$ cat config.mk
export PLATFORM = sky130hd
export DESIGN_NAME = tacho_bcd_display
export DESIGN_NICKNAME = d
export VERILOG_FILES = /design/src/rtl/tacho_bcd_display.sv
export SDC_FILE = /design/constraint.sdc
export NUM_CORES = 1
export LEC_CHECK = 0
export BUFFER_PORTS_ARGS = -buffer_cell sky130_fd_sc_hd__buf_2
export CAP_MARGIN = 20
export CORE_ASPECT_RATIO = 0.5
export CORE_MARGIN = 4
export CORE_UTILIZATION = 30
export CTS_CLUSTER_DIAMETER = 200
export DETAILED_ROUTE_END_ITERATION = 10
export GPL_TIMING_DRIVEN = 1
export MAX_ROUTING_LAYER = met4
export PLACE_DENSITY_LB_ADDON = 0.08
export SLEW_MARGIN = 20
export SYNTH_ARGS = -nofsm -noshare
export SYNTH_HDL_FRONTEND = slang
export SYNTH_SLANG_ARGS = --single-unit
$ cat constraint.sdc
create_clock -name clk -period 3 [get_ports clk]
set_input_delay 0.6 -clock clk [delete_from_list [all_inputs] [get_ports clk]]
set_output_delay 0.6 -clock clk [all_outputs]
set_load 0.005 [all_outputs]
$ cat src/rtl/tacho_bcd_display.sv
// Captures a binary pulse count, converts it to four BCD digits with a serial double-dabble engine,
// and scans the digits onto a four-digit active-low seven-segment display with blanking and overflow dp.
module tacho_bcd_display #(
    parameter int VALUE_W     = 14,
    parameter int REFRESH_DIV = 100000
) (
    input  logic               clk,
    input  logic               rst_n,
    input  logic               load,
    input  logic [VALUE_W-1:0] value,
    output logic [6:0]         seg,
    output logic               dp,
    output logic [3:0]         an,
    output logic               busy,
    output logic               overflow
);
    localparam int CNT_W = (VALUE_W > 1) ? $clog2(VALUE_W) : 1;
    localparam int REF_W = (REFRESH_DIV > 1) ? $clog2(REFRESH_DIV) : 1;
    localparam logic [VALUE_W-1:0] MAX_VAL  = VALUE_W'(9999);
    localparam logic [REF_W-1:0]   REF_LAST = REF_W'(REFRESH_DIV - 1);

    typedef enum logic [1:0] {IDLE, CONV, UPDATE} state_t;

    state_t             state_q, state_d;
    logic [CNT_W-1:0]   bit_cnt_q, bit_cnt_d;
    logic [VALUE_W-1:0] operand_q, operand_d;
    logic [15:0]        scratch_q, scratch_d;
    logic               pend_ovf_q, pend_ovf_d;
    logic [15:0]        disp_q, disp_d;
    logic               overflow_q, overflow_d;
    logic               busy_q, busy_d;
    logic [15:0]        adj;

    logic [REF_W-1:0]   ref_cnt_q, ref_cnt_d;
    logic [1:0]         idx_q, idx_d;
    logic [3:0]         an_q, an_d;
    logic [6:0]         seg_q, seg_d;
    logic               dp_q, dp_d;
    logic [3:0]         nib;
    logic               blank;

    function automatic logic [15:0] add3(input logic [15:0] s);
        logic [15:0] r;
        r = s;
        for (int i = 0; i < 4; i++) begin
            if (s[i*4 +: 4] >= 4'd5) r[i*4 +: 4] = s[i*4 +: 4] + 4'd3;
        end
        return r;
    endfunction

    function automatic logic [6:0] seg_code(input logic [3:0] d);
        case (d)
            4'd0:    seg_code = 7'b1000000;
            4'd1:    seg_code = 7'b1111001;
            4'd2:    seg_code = 7'b0100100;
            4'd3:    seg_code = 7'b0110000;
            4'd4:    seg_code = 7'b0011001;
            4'd5:    seg_code = 7'b0010010;
            4'd6:    seg_code = 7'b0000010;
            4'd7:    seg_code = 7'b1111000;
            4'd8:    seg_code = 7'b0000000;
            4'd9:    seg_code = 7'b0010000;
            default: seg_code = 7'b1111111;
        endcase
    endfunction

    always_comb begin
        state_d    = state_q;
        bit_cnt_d  = bit_cnt_q;
        operand_d  = operand_q;
        scratch_d  = scratch_q;
        pend_ovf_d = pend_ovf_q;
        disp_d     = disp_q;
        overflow_d = overflow_q;
        busy_d     = busy_q;
        adj        = '0;
        case (state_q)
            IDLE: begin
                if (load) begin
                    state_d   = CONV;
                    bit_cnt_d = CNT_W'(VALUE_W - 1);
                    scratch_d = '0;
                    busy_d    = 1'b1;
                    if (value > MAX_VAL) begin
                        operand_d  = MAX_VAL;
                        pend_ovf_d = 1'b1;
                    end else begin
                        operand_d  = value;
                        pend_ovf_d = 1'b0;
                    end
                end
            end
            CONV: begin
                // Adjust nibbles first, then shift the next operand MSB into the scratch.
                adj       = add3(scratch_q);
                scratch_d = {adj[14:0], operand_q[VALUE_W-1]};
                operand_d = operand_q << 1;
                if (bit_cnt_q == '0) state_d = UPDATE;
                else                 bit_cnt_d = bit_cnt_q - 1'b1;
            end
            UPDATE: begin
                disp_d     = scratch_q;
                overflow_d = pend_ovf_q;
                busy_d     = 1'b0;
                state_d    = IDLE;
            end
            default: state_d = IDLE;
        endcase
    end

    always_comb begin
        ref_cnt_d = ref_cnt_q + 1'b1;
        idx_d     = idx_q;
        an_d      = an_q;
        seg_d     = seg_q;
        dp_d      = dp_q;
        nib       = '0;
        blank     = 1'b0;
        if (ref_cnt_q == REF_LAST) begin
            ref_cnt_d = '0;
            idx_d     = idx_q + 2'd1;
            nib       = disp_q[{idx_d, 2'b00} +: 4];
            case (idx_d)
                2'd1:    blank = (disp_q[15:4] == '0);
                2'd2:    blank = (disp_q[15:8] == '0);
                2'd3:    blank = (disp_q[15:12] == '0);
                default: blank = 1'b0;
            endcase
            an_d  = ~(4'b0001 << idx_d);
            seg_d = blank ? 7'b1111111 : seg_code(nib);
            dp_d  = ~overflow_q;
        end
    end

    always_ff @(posedge clk or negedge rst_n) begin
        if (!rst_n) begin
            state_q    <= IDLE;
            bit_cnt_q  <= '0;
            operand_q  <= '0;
            scratch_q  <= '0;
            pend_ovf_q <= 1'b0;
            disp_q     <= '0;
            overflow_q <= 1'b0;
            busy_q     <= 1'b0;
            ref_cnt_q  <= '0;
            idx_q      <= 2'd3;
            an_q       <= 4'b1111;
            seg_q      <= 7'b1111111;
            dp_q       <= 1'b1;
        end else begin
            state_q    <= state_d;
            bit_cnt_q  <= bit_cnt_d;
            operand_q  <= operand_d;
            scratch_q  <= scratch_d;
            pend_ovf_q <= pend_ovf_d;
            disp_q     <= disp_d;
            overflow_q <= overflow_d;
            busy_q     <= busy_d;
            ref_cnt_q  <= ref_cnt_d;
            idx_q      <= idx_d;
            an_q       <= an_d;
            seg_q      <= seg_d;
            dp_q       <= dp_d;
        end
    end

    assign seg      = seg_q;
    assign dp       = dp_q;
    assign an       = an_q;
    assign busy     = busy_q;
    assign overflow = overflow_q;

endmodule
; ---- Yosys cells after proc, flatten, opt, wreduce, memory -nomap -nowiden
; Memories as Yosys holds them, arrays and structs flattened.
; Index checks and enable logic that the tools add are counted.
; Widths: inputs -> output; s select.
[op_classes]
shifts = 2
order_cmp = 5
reduce_logical = 12
bitwise_logic = 2
n_mux = 22
n_eq_ne = 9
n_addsub = 7
[ops]
columns = cell, n
row1 = $pmux 16 s2, 1
row2 = $mux 14, 2
row3 = $pmux 14 s2, 1
row4 = $mux 4, 5
row5 = $add 17x1->17 const B, 1
row6 = $eq 17x17->1 const B, 1
row7 = $mux 17, 1
row8 = $ge 4x3->1 const B, 4
row9 = $mux 16, 1
row10 = $shiftx 16x5->4, 1
row11 = $gt 14x14->1 const B, 1
row12 = $add 4x2->4 const B, 3
row13 = $logic_not 12->1, 1
row14 = $logic_not 4->1, 2
row15 = $logic_not 8->1, 1
row16 = $pmux 4 s2, 1
row17 = $reduce_and 2->1, 4
row18 = $mux 7, 1
row19 = $eq 2x2->1 const B, 3
row20 = $ne 2x2->1 const B, 3
row21 = $eq 2x1->1 const B, 2
row22 = $mux 2, 2
row23 = $not 4->4, 1
row24 = $pmux 2 s2, 1
row25 = 12 further kinds, 15
[totals]
n_memories = 1
output_inout_bits = 14
romBits = 112
word_cells = 73
regBits = 86
[mem_list]
columns = name, depth, word_bits, rd, rd_ports_with_merged_regs, write_ports, line_no
row1 = (no name shown), 16, 7, 1, 0, 0, 52  ; case (d)

; ---- Depth between registers and ports, before layout
[depth]
depth_word = 5
mapped_depth = 10
ltp_nobuf = 9

; ---- Worst setup path before layout
; Ideal clock, no wire load.
[synth_timing]
kind = register to register
startpoint = register idx_q[0]
endpoint = register seg_q[2] (netlist: seg[2])
n_path_buf = 1
setup_time_ns = 0.077
slack_ns = 0.486
t_arrival_ns = 2.437
stages_incl_launch_ff = 10
cell_sequence = dfstp_2 > clkbuf_1 > inv_1 > ha_1 > mux4_2 > inv_1 > ha_1 > inv_1 > or3_1 > a31oi_1
[synth_between]
elab_chain_len = 5
elab_cells_between_ends = 9
classes_between = add/sub: 1 / eq/ne: 3 / shift: 1 / mux: 3 / memory: 1
[synth_rtl]
columns = element, line_no
row1 = start: declaration, 35  ; logic [1:0] idx_q, idx_d;
row2 = start signal: assignment, 160  ; idx_q <= idx_d;
row3 = $add 2x1->2 (*), 121  ; idx_d = idx_q + 2'd1;
row4 = branches (longest 3 deep; another with $mem_v2 16x7), n/a
row5 = $mux 7 (*), 130  ; seg_d = blank ? 7'b1111111 : seg_code(nib);
row6 = end signal: assignment, 162  ; seg_q <= seg_d;
row7 = end: declaration, 37  ; logic [6:0] seg_q, seg_d;
; Every way passes the cells marked *. The select of a mux whose other input is x is not followed.
; A chain may end at the register's enable or synchronous reset.

; ---- Worst setup path in the final report
[layout_timing]
startpoint = register idx_q[0]
endpoint = register seg_q[0] (netlist: seg[0])
; The elaborated chain is that of the path after synthesis.

==> metrics list <==
- Post-detailed-route DRC marker count: 0
- In this run, synthesis inferred 0 flip-flops with an integrated enable.
- Initial standard-cell utilization of the core: 0.313
* Vias per cell: 4.83
* Max capacitance violation total: 0
* Cell area after technology mapping: 4330 um^2
- Number of buffers inserted by post-CTS setup repair: 0
* Final core utilization: 0.366
- Clock insertion delay at the later pin of the skew report: 340 ps
* Number of levels in the clock H-tree: 3
- Most common cell after layout, fill and taps aside: sky130_fd_sc_hd__dfrtp_1
- Of the total power, combinational logic draws 0.317.
* Clock tree buffer depth: 2
- In the final layout, the share of cells above drive strength 1 is 0.206.
* First element of the critical path: idx_q[0]
* Antenna violation net count after detailed routing: 0
* Number of CTS-inserted buffers: 9
* Unrepaired setup endpoints after global routing: no
* Total via count in the routed design: 3063
* Cells after synthesis: 406
* Count of different cell masters after synthesis: 51
- Buf/Inv on CP: 1
- The number of antenna violations at the first check in global routing is 0.
- Leaving out fill and tap cells, the most frequent cells in the layout are sky130_fd_sc_hd__dfrtp_1 (72), sky130_fd_sc_hd__o21ai_0 (33), sky130_fd_sc_hd__buf_2 (29).
- In this run the worst path has a maximum fanout of 10.
- Worst rel slew slack: 0.415
- The worst setup path is launched from a flop.
- The startpoint identified for the worst register-to-register timing path is idx_q[0].
- The worst setup path is captured at a flop.
* Number of primary I/O pins: 31
- Sw frac: 0.335
- For the finished layout, the period the worst path requires is 2540 ps.
- Count of antenna diodes in the layout: 0
- Clock edge transition at the registers on the reported setup and hold paths: 60 ps
- Reported leakage power: 2.19 nW
- In this design, the stage delay of the slowest critical-path cell is 650 ps.
* Data arrival at the endpoint of the critical path: 2770 ps
- Relative contribution of the clock network to total power: 0.296
* Worst path most repeated cell: sky130_fd_sc_hd__a31oi_1
- On the final layout, the worst clock skew is 7.60 ps.
- Detailed routing placed a total of 4.30 mm of wire on met2.
- Flip-flop cell with the highest count after synthesis: sky130_fd_sc_hd__dfrtp_1
* Area added between synthesis and finish: 16.9%
- Critical Path RT: 3230 ps
- Clock sinks: 86
* Total of endpoints with negative setup slack in the final report: 0
- Total routing usage reported by global routing: 0.130
- Synthesis-stage register bit count: 86
* Initial DRT Pass Iterations: 4
* Standard cell with the maximum stage delay on the critical path: sky130_fd_sc_hd__dfstp_2
- Final net count: 474
* Row count: 30
* Highest signal layer in the routed design: met4
- In this run, the number of DRC markers left after iteration 0 of detailed routing was 152.
- Summed over all layers, the global routing overflow is 0.
- Mean cell area of the mapped netlist: 10.7 um^2
- Sw Pwr: 1.50 mW
- Count of port buffers added during placement: 30
* Synth warnings: 0
* Net count of the mapped netlist: 443
* Seq/Total Area, Yosys: 0.501
* F_max: 394 MHz
- Number of hold buffers added after cts: 0
* Fraction of the cycle the final worst path needs: 0.846
- Of all flip-flops after synthesis, the portion carrying an async set or reset was 1.00.
* Number of global-route vias before repair: 3157
- Share of the synthesized area in the top cell type: 0.416
* Metal1 wirelength: 5.08 mm
- The run finished with clean final reports.
* Worst Tran Pin Value: 878 ps
- Path type of the worst min-delay path: in2async
- Share of power burned in registers: 0.387
- Full die area: 16500 um^2
- Master cell of the clock root buffer: sky130_fd_sc_hd__clkbuf_16
- Cells taking the most area after synthesis: sky130_fd_sc_hd__dfrtp_1 (42%), sky130_fd_sc_hd__dfstp_2 (8.5%), sky130_fd_sc_hd__ha_1 (5.8%)
* Critical path, cell by cell: inv_1, ha_1, mux4_2, o21a_1, a31oi_1, a31oi_1
- Dividing total power by cell area gives a power density of 881 nW/um^2.
- Detail Placement HPWL: 6.90 mm
* Count of final max-slew check failures: 0
- Overall die height: 92.9 um
- Die outline width: 178 um
* Cell internal power dissipation: 2.96 mW
- Drt total wl: 9.80 mm
- Gp weighted congestion: 0.732
- IR Drop Worst-Case VDD: 324 uV
- Once the clock tree was built, the resizer swapped 0 gates to a different size.
* Number of hold violations in the final report: 0
- Clock tree from TritonCTS: done
- Top delay family on crit path: compound AO/OA/AOI/OAI gates
- The worst setup path is of the reg2reg kind.
- Sum of negative setup slack: 0 ps
* Global-route wire length before repair: 16.5 mm
* Routed wire per std cell: 15.5 um
- Core box area: 13800 um^2
- Synth area leader: sky130_fd_sc_hd__dfrtp_1
- Summed over all nets, wire length on met3 after detailed routing comes to 301 um.
- Pin count of the biggest net entering global routing: 67
## cells in the mapped netlist, types with 3 or more instances
cell / count
sky130_fd_sc_hd__o31ai_1: 7
sky130_fd_sc_hd__nand2_1: 24
sky130_fd_sc_hd__or4_1: 3
sky130_fd_sc_hd__nand4_1: 4
sky130_fd_sc_hd__o32ai_1: 4
sky130_fd_sc_hd__a211oi_1: 6
sky130_fd_sc_hd__xnor2_1: 9
sky130_fd_sc_hd__clkbuf_1: 13
sky130_fd_sc_hd__dfrtp_1: 72
sky130_fd_sc_hd__and2_1: 3
sky130_fd_sc_hd__mux2_2: 14
sky130_fd_sc_hd__and4_1: 3
sky130_fd_sc_hd__a21oi_1: 28
sky130_fd_sc_hd__or3_1: 4
sky130_fd_sc_hd__nor2_1: 23
sky130_fd_sc_hd__xor2_1: 12
sky130_fd_sc_hd__o211ai_1: 4
sky130_fd_sc_hd__mux2i_1: 7
sky130_fd_sc_hd__o21ai_0: 33
sky130_fd_sc_hd__nand3_1: 8
sky130_fd_sc_hd__inv_1: 28
sky130_fd_sc_hd__a32o_1: 4
sky130_fd_sc_hd__a31oi_1: 8
sky130_fd_sc_hd__o22ai_1: 5
sky130_fd_sc_hd__mux4_2: 4
sky130_fd_sc_hd__nand2b_1: 9
sky130_fd_sc_hd__ha_1: 20
sky130_fd_sc_hd__o21bai_1: 3
sky130_fd_sc_hd__dfstp_2: 14
## cell families after synthesis
kind of cell    synth area share
flops                      0.501
simple gates               0.115
buf+inv                   0.0474
mux                       0.0735
xor+xnor                  0.0425
fa+ha+maj                 0.0578
compound gates             0.162
## cell type report
| cell class | count | area [um^2] |
|---|---|---|
| flip-flops and latches | 86 | 2170 |
| well taps | 192 | 240 |
| repair buffers | 39 | 233 |
| clock buffers | 11 | 253 |
| multi-input cells | 272 | 1950 |
| fillers | 1402 | 8750 |
| inverters | 29 | 109 |
| clock inverters | 5 | 104 |
## final timing paths
kind	end	slack, ps	cells after the start
worst max-delay path	seg[0]	460	6
worst min-delay path	ref_cnt_q[15]	140	1
worst max register to register	seg[0]	460	6
worst min register to register	an[2]	460	2
max in group asynchronous	dp	2200	2
min in group clk	an[2]	460	2
## flip-flops by register name (all words and copies together) (netlist names)
name and count:
busy 1, seg 7, scratch_q 16, operand_q 14
an 4, idx_q 2, overflow 1, bit_cnt_q 4
ref_cnt_q 17, state_q 2, disp_q 16, dp 1
pend_ovf_q 1
## stage by stage
stage	setup slack, ps	std cells	cell area (um^2)	power, mW	hold slack (ps)
floorplan	486	406	4330	2.76	304
global placement	582	618	4700	3.11	459
detailed placement	456	618	4700	3.16	458
CTS	452	634	5060	4.52	132
global route	241	634	5060	4.81	144
finish	463	634	5060	4.46	135
## power groups by stage
stage / Clock [mW] / Combinational (mW) / Sequential (mW)
floorplan: 0 / 1.12 / 1.64
global placement: 0 / 1.37 / 1.73
detailed placement: 0 / 1.42 / 1.74
CTS: 1.37 / 1.43 / 1.73
global route: 1.41 / 1.63 / 1.77
finish: 1.32 / 1.41 / 1.73
## layer usage
layer | global-route usage | vias to the layer above
met5 | - | -
met2 | 0.195 | 39
met1 | 0.176 | 1498
li1 | - | 1512
met3 | 0.0343 | 14
met4 | 0.0347 | 0
No activity file was read; power rests on OpenSTA's default activity.
